**config.mk**
```make
export PLATFORM = sky130hd
export DESIGN_NAME = alu_seq_flat
export DESIGN_NICKNAME = d
export VERILOG_FILES = /design/src/rtl/alu_pkg.sv /design/src/rtl/alu_seq_if.sv /design/src/rtl/alu_cmd_fifo.sv /design/src/rtl/alu_seq.sv /design/src/flat_wrapper.sv
export SDC_FILE = /design/constraint.sdc
export NUM_CORES = 1
export LEC_CHECK = 0
export BUFFER_PORTS_ARGS = -buffer_cell sky130_fd_sc_hd__buf_2
export CAP_MARGIN = 25
export CORE_ASPECT_RATIO = 0.7
export CORE_MARGIN = 2
export CORE_UTILIZATION = 40
export DETAILED_ROUTE_END_ITERATION = 16
export PLACE_DENSITY = 0.58
export SYNTH_ARGS = -nofsm -noshare
export SYNTH_HDL_FRONTEND = slang
export SYNTH_SLANG_ARGS = --single-unit
```
**constraint.sdc**
```tcl
create_clock -name clk -period 2.61 [get_ports clk]
set_clock_uncertainty 0.05 [all_clocks]
set_input_delay 0.1305 -clock clk [delete_from_list [all_inputs] [get_ports clk]]
set_output_delay 0.1305 -clock clk [all_outputs]
set_load 0.01 [all_outputs]
```
**src/rtl/alu_pkg.sv**
```systemverilog
// rtl/alu_pkg.sv - shared types and constants for the ALU sequencer
package alu_pkg;

    typedef logic [3:0] alu_op_t;

    localparam alu_op_t OP_PASSA = 4'h0;
    localparam alu_op_t OP_ADD   = 4'h1;
    localparam alu_op_t OP_SUB   = 4'h2;

    typedef enum logic [1:0] {
        S_IDLE,
        S_ISSUE,
        S_SETTLE,
        S_HOLD
    } seq_state_t;

    // Command FIFO payload: op, operand, writeback flag (13 bits)
    typedef struct packed {
        alu_op_t    op;
        logic [7:0] data;
        logic       wb;
    } cmd_t;

endpackage

```
**src/rtl/alu_seq_if.sv**
```systemverilog
// rtl/alu_seq_if.sv - command, ALU and result signal bundle for alu_seq
interface alu_seq_if;
    import alu_pkg::*;

    logic       cmd_valid;
    logic       cmd_ready;
    alu_op_t    cmd_op;
    logic [7:0] cmd_data;
    logic       cmd_wb;

    logic [7:0] alu_a;
    logic [7:0] alu_b;
    alu_op_t    alu_op;
    logic [7:0] alu_res;
    logic       alu_z;
    logic       alu_c;

    logic       res_valid;
    logic       res_ready;
    logic [7:0] res_data;
    logic       res_zero;
    logic       res_carry;

    logic [7:0] acc;
    logic       busy;

    modport master (
        input  cmd_valid, cmd_op, cmd_data, cmd_wb,
        input  alu_res, alu_z, alu_c, res_ready,
        output cmd_ready, alu_a, alu_b, alu_op,
        output res_valid, res_data, res_zero, res_carry, acc, busy
    );

    modport slave (
        output cmd_valid, cmd_op, cmd_data, cmd_wb,
        output alu_res, alu_z, alu_c, res_ready,
        input  cmd_ready, alu_a, alu_b, alu_op,
        input  res_valid, res_data, res_zero, res_carry, acc, busy
    );

endinterface

```
**src/rtl/alu_cmd_fifo.sv**
```systemverilog
// rtl/alu_cmd_fifo.sv - power-of-two command FIFO with combinational head read
module alu_cmd_fifo #(
    parameter int DEPTH = 4,
    parameter int WIDTH = 13
) (
    input  logic             clk,
    input  logic             reset,
    input  logic             push_i,
    input  logic [WIDTH-1:0] push_data_i,
    input  logic             pop_i,
    output logic [WIDTH-1:0] pop_data_o,
    output logic             full_o,
    output logic             empty_o
);
    localparam int AW = $clog2(DEPTH);

    logic [WIDTH-1:0] mem_q [DEPTH];
    logic [AW-1:0]    wr_ptr_q, rd_ptr_q;
    logic [AW:0]      count_q;
    logic             push_ok, pop_ok;

    assign full_o     = (count_q == (AW+1)'(DEPTH));
    assign empty_o    = (count_q == '0);
    assign push_ok    = push_i && !full_o;
    assign pop_ok     = pop_i && !empty_o;
    assign pop_data_o = mem_q[rd_ptr_q];

    // Storage is not reset; only the pointers define what is valid.
    always_ff @(posedge clk) begin
        if (push_ok) mem_q[wr_ptr_q] <= push_data_i;
    end

    always_ff @(posedge clk or posedge reset) begin
        if (reset) begin
            wr_ptr_q <= '0;
            rd_ptr_q <= '0;
            count_q  <= '0;
        end else begin
            if (push_ok) wr_ptr_q <= wr_ptr_q + 1'b1;
            if (pop_ok)  rd_ptr_q <= rd_ptr_q + 1'b1;
            case ({push_ok, pop_ok})
                2'b10:   count_q <= count_q + 1'b1;
                2'b01:   count_q <= count_q - 1'b1;
                default: count_q <= count_q;
            endcase
        end
    end

endmodule

```
**src/rtl/alu_seq.sv**
```systemverilog
// rtl/alu_seq.sv - accumulator sequencer issuing buffered commands to a combinational ALU
module alu_seq
    import alu_pkg::*;
#(
    parameter int FIFO_DEPTH = 4,
    parameter int SETTLE     = 1
) (
    input  logic     clk,
    input  logic     reset,
    alu_seq_if.master bus
);
    localparam logic [3:0] SETTLE_M1 = 4'(SETTLE - 1);

    seq_state_t state_q;
    logic [3:0] cnt_q;
    logic [7:0] acc_q, alu_b_q, res_data_q;
    alu_op_t    alu_op_q;
    logic       wb_q, res_valid_q, res_zero_q, res_carry_q;

    cmd_t push_cmd, head;
    logic full, empty, pop, sample;

    assign push_cmd = {bus.cmd_op, bus.cmd_data, bus.cmd_wb};

    alu_cmd_fifo #(
        .DEPTH(FIFO_DEPTH),
        .WIDTH($bits(cmd_t))
    ) u_fifo (
        .clk        (clk),
        .reset      (reset),
        .push_i     (bus.cmd_valid),
        .push_data_i(push_cmd),
        .pop_i      (pop),
        .pop_data_o (head),
        .full_o     (full),
        .empty_o    (empty)
    );

    // HOLD can hand off straight to the next command in the handshake cycle.
    assign pop = !empty && ((state_q == S_IDLE) ||
                            (state_q == S_HOLD && res_valid_q && bus.res_ready));

    assign sample = (state_q == S_ISSUE && SETTLE == 1) ||
                    (state_q == S_SETTLE && cnt_q == 4'd1);

    always_ff @(posedge clk or posedge reset) begin
        if (reset) begin
            state_q     <= S_IDLE;
            cnt_q       <= '0;
            acc_q       <= '0;
            alu_b_q     <= '0;
            alu_op_q    <= OP_PASSA;
            wb_q        <= 1'b0;
            res_valid_q <= 1'b0;
            res_data_q  <= '0;
            res_zero_q  <= 1'b0;
            res_carry_q <= 1'b0;
        end else begin
            if (pop) begin
                alu_b_q  <= head.data;
                alu_op_q <= head.op;
                wb_q     <= head.wb;
            end
            if (sample) begin
                res_data_q  <= bus.alu_res;
                res_zero_q  <= bus.alu_z;
                res_carry_q <= bus.alu_c;
                res_valid_q <= 1'b1;
                if (wb_q) acc_q <= bus.alu_res;
            end
            case (state_q)
                S_IDLE: begin
                    if (!empty) state_q <= S_ISSUE;
                end
                S_ISSUE: begin
                    cnt_q   <= SETTLE_M1;
                    state_q <= (SETTLE == 1) ? S_HOLD : S_SETTLE;
                end
                S_SETTLE: begin
                    cnt_q <= cnt_q - 1'b1;
                    if (cnt_q == 4'd1) state_q <= S_HOLD;
                end
                S_HOLD: begin
                    if (res_valid_q && bus.res_ready) begin
                        res_valid_q <= 1'b0;
                        state_q     <= empty ? S_IDLE : S_ISSUE;
                    end
                end
                default: state_q <= S_IDLE;
            endcase
        end
    end

    assign bus.cmd_ready = !full;
    assign bus.alu_a     = acc_q;
    assign bus.alu_b     = alu_b_q;
    assign bus.alu_op    = alu_op_q;
    assign bus.res_valid = res_valid_q;
    assign bus.res_data  = res_data_q;
    assign bus.res_zero  = res_zero_q;
    assign bus.res_carry = res_carry_q;
    assign bus.acc       = acc_q;
    assign bus.busy      = (state_q != S_IDLE) || !empty;

endmodule
```
**src/flat_wrapper.sv**
```systemverilog
// flat-port wrapper written by rule: the top's interface ports become plain ports
module alu_seq_flat import alu_pkg::*;
#(
    parameter int FIFO_DEPTH = 4,
    parameter int SETTLE     = 1
)
  (clk, reset, bus_cmd_valid, bus_cmd_op, bus_cmd_data, bus_cmd_wb, bus_alu_res, bus_alu_z, bus_alu_c, bus_res_ready, bus_cmd_ready, bus_alu_a, bus_alu_b, bus_alu_op, bus_res_valid, bus_res_data, bus_res_zero, bus_res_carry, bus_acc, bus_busy);
  alu_seq_if bus_i ();
  input  logic clk;
  input  logic reset;
  input wire logic [$bits(bus_i.cmd_valid)-1:0] bus_cmd_valid;
  input wire logic [$bits(bus_i.cmd_op)-1:0] bus_cmd_op;
  input wire logic [$bits(bus_i.cmd_data)-1:0] bus_cmd_data;
  input wire logic [$bits(bus_i.cmd_wb)-1:0] bus_cmd_wb;
  input wire logic [$bits(bus_i.alu_res)-1:0] bus_alu_res;
  input wire logic [$bits(bus_i.alu_z)-1:0] bus_alu_z;
  input wire logic [$bits(bus_i.alu_c)-1:0] bus_alu_c;
  input wire logic [$bits(bus_i.res_ready)-1:0] bus_res_ready;
  output wire logic [$bits(bus_i.cmd_ready)-1:0] bus_cmd_ready;
  output wire logic [$bits(bus_i.alu_a)-1:0] bus_alu_a;
  output wire logic [$bits(bus_i.alu_b)-1:0] bus_alu_b;
  output wire logic [$bits(bus_i.alu_op)-1:0] bus_alu_op;
  output wire logic [$bits(bus_i.res_valid)-1:0] bus_res_valid;
  output wire logic [$bits(bus_i.res_data)-1:0] bus_res_data;
  output wire logic [$bits(bus_i.res_zero)-1:0] bus_res_zero;
  output wire logic [$bits(bus_i.res_carry)-1:0] bus_res_carry;
  output wire logic [$bits(bus_i.acc)-1:0] bus_acc;
  output wire logic [$bits(bus_i.busy)-1:0] bus_busy;
  assign bus_i.cmd_valid = bus_cmd_valid;
  assign bus_i.cmd_op = bus_cmd_op;
  assign bus_i.cmd_data = bus_cmd_data;
  assign bus_i.cmd_wb = bus_cmd_wb;
  assign bus_i.alu_res = bus_alu_res;
  assign bus_i.alu_z = bus_alu_z;
  assign bus_i.alu_c = bus_alu_c;
  assign bus_i.res_ready = bus_res_ready;
  assign bus_cmd_ready = bus_i.cmd_ready;
  assign bus_alu_a = bus_i.alu_a;
  assign bus_alu_b = bus_i.alu_b;
  assign bus_alu_op = bus_i.alu_op;
  assign bus_res_valid = bus_i.res_valid;
  assign bus_res_data = bus_i.res_data;
  assign bus_res_zero = bus_i.res_zero;
  assign bus_res_carry = bus_i.res_carry;
  assign bus_acc = bus_i.acc;
  assign bus_busy = bus_i.busy;
  alu_seq #(.FIFO_DEPTH(FIFO_DEPTH), .SETTLE(SETTLE)) u_core (.clk(clk), .reset(reset), .bus(bus_i));
endmodule
```
==> results.md, run 1 <==
* Status: finished, final reports clean
* FILL cells at 812
* Clock transition at path regs at 70 ps
* Register area at 0.00269 mm^2
* Setup-failing EPs final at 0
* Crit. End Element: register
* Post-CTS Setup Bufs at 0
* Avg Cell Area, Syn at 18.2 um^2
* Yosys Warn Count at 0
* Unrepaired setup endpoints after global routing: no
* H-tree depth at 3
* Worst-margin pin slew at 652 ps
* Final worst path period need at 2300 ps
* Crit share post-route at 0.880
* Ant diodes at 0
* Global-route wire length before repair at 11.4 mm
* R2r worst-path depth at 9
* Power Density at 1200 mW/mm^2
* Synth Area in Adders at 0.0420
* FF-to-FF End: u_core.u_fifo.count_q[2]$_DFFE_PP0P_
* Clock power share at 0.210
* Vias in the first global route at 2,169
* Drt pass-1 iters at 4
* PostCTS Resize Cnt at 0
* Post-route ant nets at 0
* Clk Tree Root Cell: clkbuf_16
* Min Hold Slack at 119 ps
* I/O Pins at 68
* Port Buf Inserts at 67
* Psw at 0.00193 W
* Pin count of the biggest net entering global routing at 26
* Cells after Synth at 222
* Cell Area, Synth at 0.00405 mm^2
* WL final at 7.08 mm
* Skew-Pair Late Insertion Delay at 330 ps
* Reg2Reg Launch Point: u_core.u_fifo.count_q[0]$_DFFE_PP0P_
* Share of cells above drive strength 1 at 0.433
* Area of the multi-input gates at 0.00121 mm^2
* Switching share of power at 0.322
* Main combinational cell family by area after synthesis: multiplexers
* Synthesized Nets at 262
* Vias per cell at 4.70
* Post-synthesis compound-gate area fraction at 0.0235
* Most frequent cells in the layout: 67 x buf_2, 52 x edfxtp_1, 45 x dfrtp_1
* Critical Path RT at 2820 ps
* Hold-fix buffers, CTS at 25
* DRC at 0
* Commonest non-fill, non-tap cell in the layout: buf_2
* Slew HR at 0.565
* Post-synth top area share at 0.386
* Fraction of synthesized area in multiplexers at 0.182
* Max-Cap Viols at 0
* Total CTS buffers at 9
* Crit-path max FO at 6
* Final Slew Violations at 0
* Final Hold Fails at 0
* RePlAce Congestion at 0.679
* Setup TNS at 0 ps
* Hold Path Sink: u_core.u_fifo.wr_ptr_q[0]$_DFFE_PP0P_
* Fmax at 435 MHz
* Clk sinks at 97
* Row cnt at 30
* Drt wl/cell at 15.8 um
* Total gr overflow at 0
* Die ar. at 0.0110 mm^2
* Die Y-Extent at 88.2 um
* Sequential share of power at 0.418
* Initial antenna violation count at 0
* Clock Tree Buf Depth at 2
* Global-route usage over all layers at 0.138
* Post-synth top area cell: edfxtp_1
* Register area share after synthesis at 0.664
* Core Util, Final at 0.513
* Die width at 124 um
* Hold Crit Class: in -> reg
* Via Count at 2,112
* Area contributors post-synth: edfxtp_1 39%, dfrtp_1 28%, mux2_2 6.4%
* Worst hold path stage count at 3
* Synth Register Bits at 97
* Dpl hpwl at 4.62 mm
* Distinct cell type count after synthesis at 39
* Initial Util at 0.415
* Post-synthesis simple-gate area fraction at 0.0377
* Core box area at 0.00976 mm^2
* Combinational Power Share at 0.372
* Worst R2R Setup Slack at 310 ps
* Area delta synth->final at 23.6%
* # nets final at 356
* Crit path kind: reg -> reg
* Leakage at 2.06 nW
* Hold path startpoint: bus_cmd_valid
* Xor/xnor share of the synthesized area at 0.0130
* DRT iter0 DRCs at 105
* Startpoint types: register
* CTS tree: yes
* Int Pwr at 0.00406 W
* Worst VDD drop at 400 uV
* CP Data Arrival Time at 2500 ps
[cells in the mapped netlist, drive strengths merged]
| cell | number |
|---|---|
| xnor2 | 2 |
| nor3 | 3 |
| a22o | 1 |
| nor2 | 5 |
| and3 | 4 |
| ha | 12 |
| a221oi | 1 |
| and4bb | 1 |
| a31oi | 2 |
| fa | 1 |
| nand2b | 1 |
| inv | 13 |
| nand2 | 2 |
| o2bb2ai | 1 |
| xor2 | 4 |
| nor3b | 1 |
| edfxtp | 52 |
| or3b | 2 |
| and2 | 1 |
| mux4 | 13 |
| buf | 12 |
| nand3 | 1 |
| mux2i | 1 |
| o21ai | 5 |
| o22ai | 1 |
| mux2 | 34 |
| a21boi | 1 |
| dfrtp | 45 |
[through the flow]
step	worst slack (ps)	total power (W)	cells	cell area, um^2
after CTS	298	0.00610	449	5000
final	312	0.00599	449	5000
after global routing	128	0.00642	449	5000
after detailed placement	337	0.00478	408	4460
after global placement	368	0.00476	408	4460
after floorplan	289	0.00420	222	4050
[power by group through the flow]
| stage | combinational (W) | sequential, W | clock, W |
|---|---|---|---|
| detailed placement | 0.00224 | 0.00254 | 0 |
| CTS | 0.00228 | 0.00251 | 0.00130 |
| global route | 0.00247 | 0.00258 | 0.00137 |
| finish | 0.00223 | 0.00250 | 0.00126 |
| floorplan | 0.00164 | 0.00255 | 0 |
| global placement | 0.00222 | 0.00254 | 0 |
[cells by family after synthesis]
group	count (synthesis)
simple gates	21
flops	97
compound gates	12
fa+ha+maj	13
mux	48
xor+xnor	6
buf+inv	25
[layer usage]
layer	global-route usage	wire length, um
met4	0.0368	17
met3	0.0550	311
met1	0.190	3520
met2	0.207	3230
met5	0	0
[worst max-delay path, cell delays in order (launching register included)]
cell and delay (ps):
dfrtp_1 440, or3b_4 450, and2_4 190, inv_1 50, ha_1 170, inv_1 60
fa_1 370, xor2_1 150, nor2_1 110, xor2_1 160
[area by class of cell]
type / count / area share
Timing Repair Buffer: 95 / 0.121
Inverter: 13 / 0.00975
Multi-Input combinational cell: 100 / 0.242
Sequential cell: 97 / 0.537
Clock inverter: 5 / 0.00775
Clock buffer: 11 / 0.0505
Tap cell: 128 / 0.0320
[worst max-delay path by stage]
stage                                    startpoint                                   end  slack [ps]  depth (start not counted)
6_report       u_core.u_fifo.count_q[0]$_DFFE_PP0P_  u_core.u_fifo.count_q[2]$_DFFE_PP0P_         310                          9
3_3_place_gp   u_core.u_fifo.count_q[0]$_DFFE_PP0P_  u_core.u_fifo.count_q[2]$_DFFE_PP0P_         370                          9
3_5_place_dp   u_core.u_fifo.count_q[0]$_DFFE_PP0P_  u_core.u_fifo.count_q[2]$_DFFE_PP0P_         340                          9
5_1_grt        u_core.u_fifo.count_q[0]$_DFFE_PP0P_  u_core.u_fifo.count_q[2]$_DFFE_PP0P_         130                          9
4_1_cts        u_core.u_fifo.count_q[0]$_DFFE_PP0P_  u_core.u_fifo.count_q[2]$_DFFE_PP0P_         300                          9
2_1_floorplan         u_core.state_q[0]$_DFFE_PP0P_  u_core.u_fifo.count_q[2]$_DFFE_PP0P_         290                         11
[state kept, by name, indices dropped and copies added, names as in the netlist]
register and flops:
u_core.u_fifo.mem_q 52, u_core.bus.acc 8, u_core.bus.alu_b 8, u_core.bus.res_data 8
u_core.bus.alu_op 4, u_core.cnt_q 4, u_core.u_fifo.count_q 3, u_core.state_q 2
u_core.u_fifo.rd_ptr_q 2, u_core.u_fifo.wr_ptr_q 2, u_core.bus.res_carry 1, u_core.bus.res_valid 1
u_core.bus.res_zero 1, u_core.wb_q 1
Note: power is estimated with default switching activity, not from simulation.
==> inputs of run 2 (changes only) <==
Settings changed: CORE_MARGIN 2 to 5, CTS_CLUSTER_SIZE set to 25.
==> run 2 against run 1 <==
Sequential share of layout area decreased by 0.23 points. Combinational power is essentially flat. Fmax is 1.6% higher. Final area increased by 0.42%. Total power up 2.0%. Non-clock buffer count did not move. Register-to-register slack improved by 40 ps. Worst hold slack gained 14 ps. Core utilization about the same.
==> results.md, run 2 (synthesis results as in run 1) <==
* Status: finished, final reports clean
* Clock Tree Buf Depth at 2 (unchanged)
* Final Hold Fails at 0 (unchanged)
* Pin count of the biggest net entering global routing at 27 (+3.8%)
* FILL cells at 827 (+1.8%)
* Crit. End Element: register
* Ant diodes at 0 (unchanged)
* WL final at 7.23 mm (+2.2%)
* Fmax at 442 MHz (+1.6%)
* Final Slew Violations at 0 (unchanged)
* Crit path kind: reg -> reg
* Area of the multi-input gates at 0.00121 mm^2 (unchanged)
* Startpoint types: register
* Drt wl/cell at 16.1 um (+2.2%)
* I/O Pins at 68 (unchanged)
* Share of cells above drive strength 1 at 0.427 (-0.00623)
* Slew HR at 0.512 (-0.0536)
* Core box area at 0.00980 mm^2 (+0.38%)
* Total CTS buffers at 9 (unchanged)
* Met1 wire length at 3.67 mm (+4.1%)
* # nets final at 356 (unchanged)
* Unrepaired setup endpoints after global routing: no
* Setup TNS at 0 ps (unchanged)
* Worst VDD drop at 503 uV (+26%)
* Final worst path period need at 2260 ps (-35.6 ps)
* Via Count at 2,124 (+0.57%)
* Clock transition at path regs at 60 ps (about the same)
* Die width at 130 um (+4.8%)
* Hold Crit Class: in -> reg
* Port Buf Inserts at 67 (unchanged)
* Top Layer Used: met4
* DRC at 0 (unchanged)
* PostCTS Resize Cnt at 0 (unchanged)
* Biggest register: u_core.u_fifo.mem_q
* Dpl hpwl at 4.94 mm (+6.9%)
* Vias in the first global route at 2,233 (+3.0%)
* Initial antenna violation count at 0 (unchanged)
* Global-route usage over all layers at 0.128 (-0.00958)
* Global-route wire length before repair at 11.9 mm (+4.0%)
* Most frequent cells in the layout: 67 x buf_2, 52 x edfxtp_1, 45 x dfrtp_1
* DRT iter0 DRCs at 93 (-11%)
* Skew-Pair Late Insertion Delay at 330 ps (about the same)
* Commonest non-fill, non-tap cell in the layout: buf_2
* Leakage at 2.07 nW (+0.19%)
* Max-Cap Viols at 0 (unchanged)
* Core Util, Final at 0.513 (about the same)
* Die ar. at 0.0123 mm^2 (+12%)
* RePlAce Congestion at 0.765 (+13%)
* Initial Util at 0.413 (-0.00159)
* Total gr overflow at 0 (unchanged)
* Row cnt at 30 (unchanged)
* H-tree depth at 3 (unchanged)
* Drt pass-1 iters at 4 (unchanged)
* Min Hold Slack at 133 ps (+14.5 ps)
* CTS tree: yes
* Routed wl met2 at 3.10 mm (-4.1%)
* Met3 routed WL at 424 um (+36%)
* Largest register FFs at 52 (unchanged)
* Vias per cell at 4.73 (+0.57%)
* Area delta synth->final at 24.1%
* Critical Path RT at 2810 ps (about the same)
* Setup-failing EPs final at 0 (unchanged)
* Clk sinks at 97 (unchanged)
* Die Y-Extent at 94.2 um (+6.8%)
* Post-route ant nets at 0 (unchanged)
* Clk Tree Root Cell: clkbuf_16
* Worst-margin pin slew at 733 ps (+80.4 ps)
* Crit share post-route at 0.867 (-0.0137)
* CP Data Arrival Time at 2460 ps (-40 ps)
* Power Density at 1220 mW/mm^2 (+1.5%)
* Register area at 0.00269 mm^2 (unchanged)
* Crit-path max FO at 6 (unchanged)
## run 2: worst paths after layout
check	startpoint	to	slack (ps)	cells after the start
min in group asynchronous	reset	u_core.bus.alu_b[4]$_DFFE_PP0P_	320	3
max reg2reg	u_core.u_fifo.count_q[0]$_DFFE_PP0P_	u_core.u_fifo.count_q[2]$_DFFE_PP0P_	350	9
min reg2reg	u_core.bus.alu_b[6]$_DFFE_PP0P_	u_core.bus.alu_b[6]$_DFFE_PP0P_	450	1
max in group asynchronous	reset	u_core.u_fifo.count_q[1]$_DFFE_PP0P_	1460	4
max	u_core.u_fifo.count_q[0]$_DFFE_PP0P_	u_core.u_fifo.count_q[2]$_DFFE_PP0P_	350	9
min	bus_cmd_valid	u_core.u_fifo.wr_ptr_q[0]$_DFFE_PP0P_	130	3
## run 2: layout make-up
type                            count  share of cell area
Tap cell                          128              0.0319
Timing Repair Buffer               95               0.121
Sequential cell                    97               0.535
Clock buffer                       10              0.0456
Inverter                           13             0.00971
Clock inverter                      6              0.0167
Multi-Input combinational cell    100               0.240
## run 2: critical path, stage by stage (launching register included)
cell,delay [ps]
dfrtp_1,440
or3b_4,450
and2_4,190
inv_1,50
ha_1,170
inv_1,60
fa_1,370
xor2_1,150
nor2_1,110
xor2_1,160
## run 2: routing by layer
metal  global-route usage  vias to the layer above
li1                     -                     1010
met1                0.193                     1067
met2                0.173                       41
met3               0.0477                        6
met4               0.0337                        0
met5                    0                        -
## run 2: power by group
group	internal [W]	switching (W)	leakage, nW	total [W]
clock	0.000834	0.000529	0.146	0.00136
sequential	0.00217	0.000330	1.01	0.00250
combinational	0.00119	0.00106	0.916	0.00225
## run 2: repair_timing
item,4_1_cts,5_1_grt
buffers inserted,0,0
hold buffers,25,0
hold endpoints to repair,90,0
## run 2: metrics by stage
step                cells  total power [W]  setup slack [ps]  cell area, um^2
CTS                   449          0.00621               328             5030
detailed placement    408          0.00479               353             4460
floorplan             222          0.00420               289             4050
global placement      408          0.00476               369             4460
global route          449          0.00653               219             5030
finish                449          0.00611               348             5030
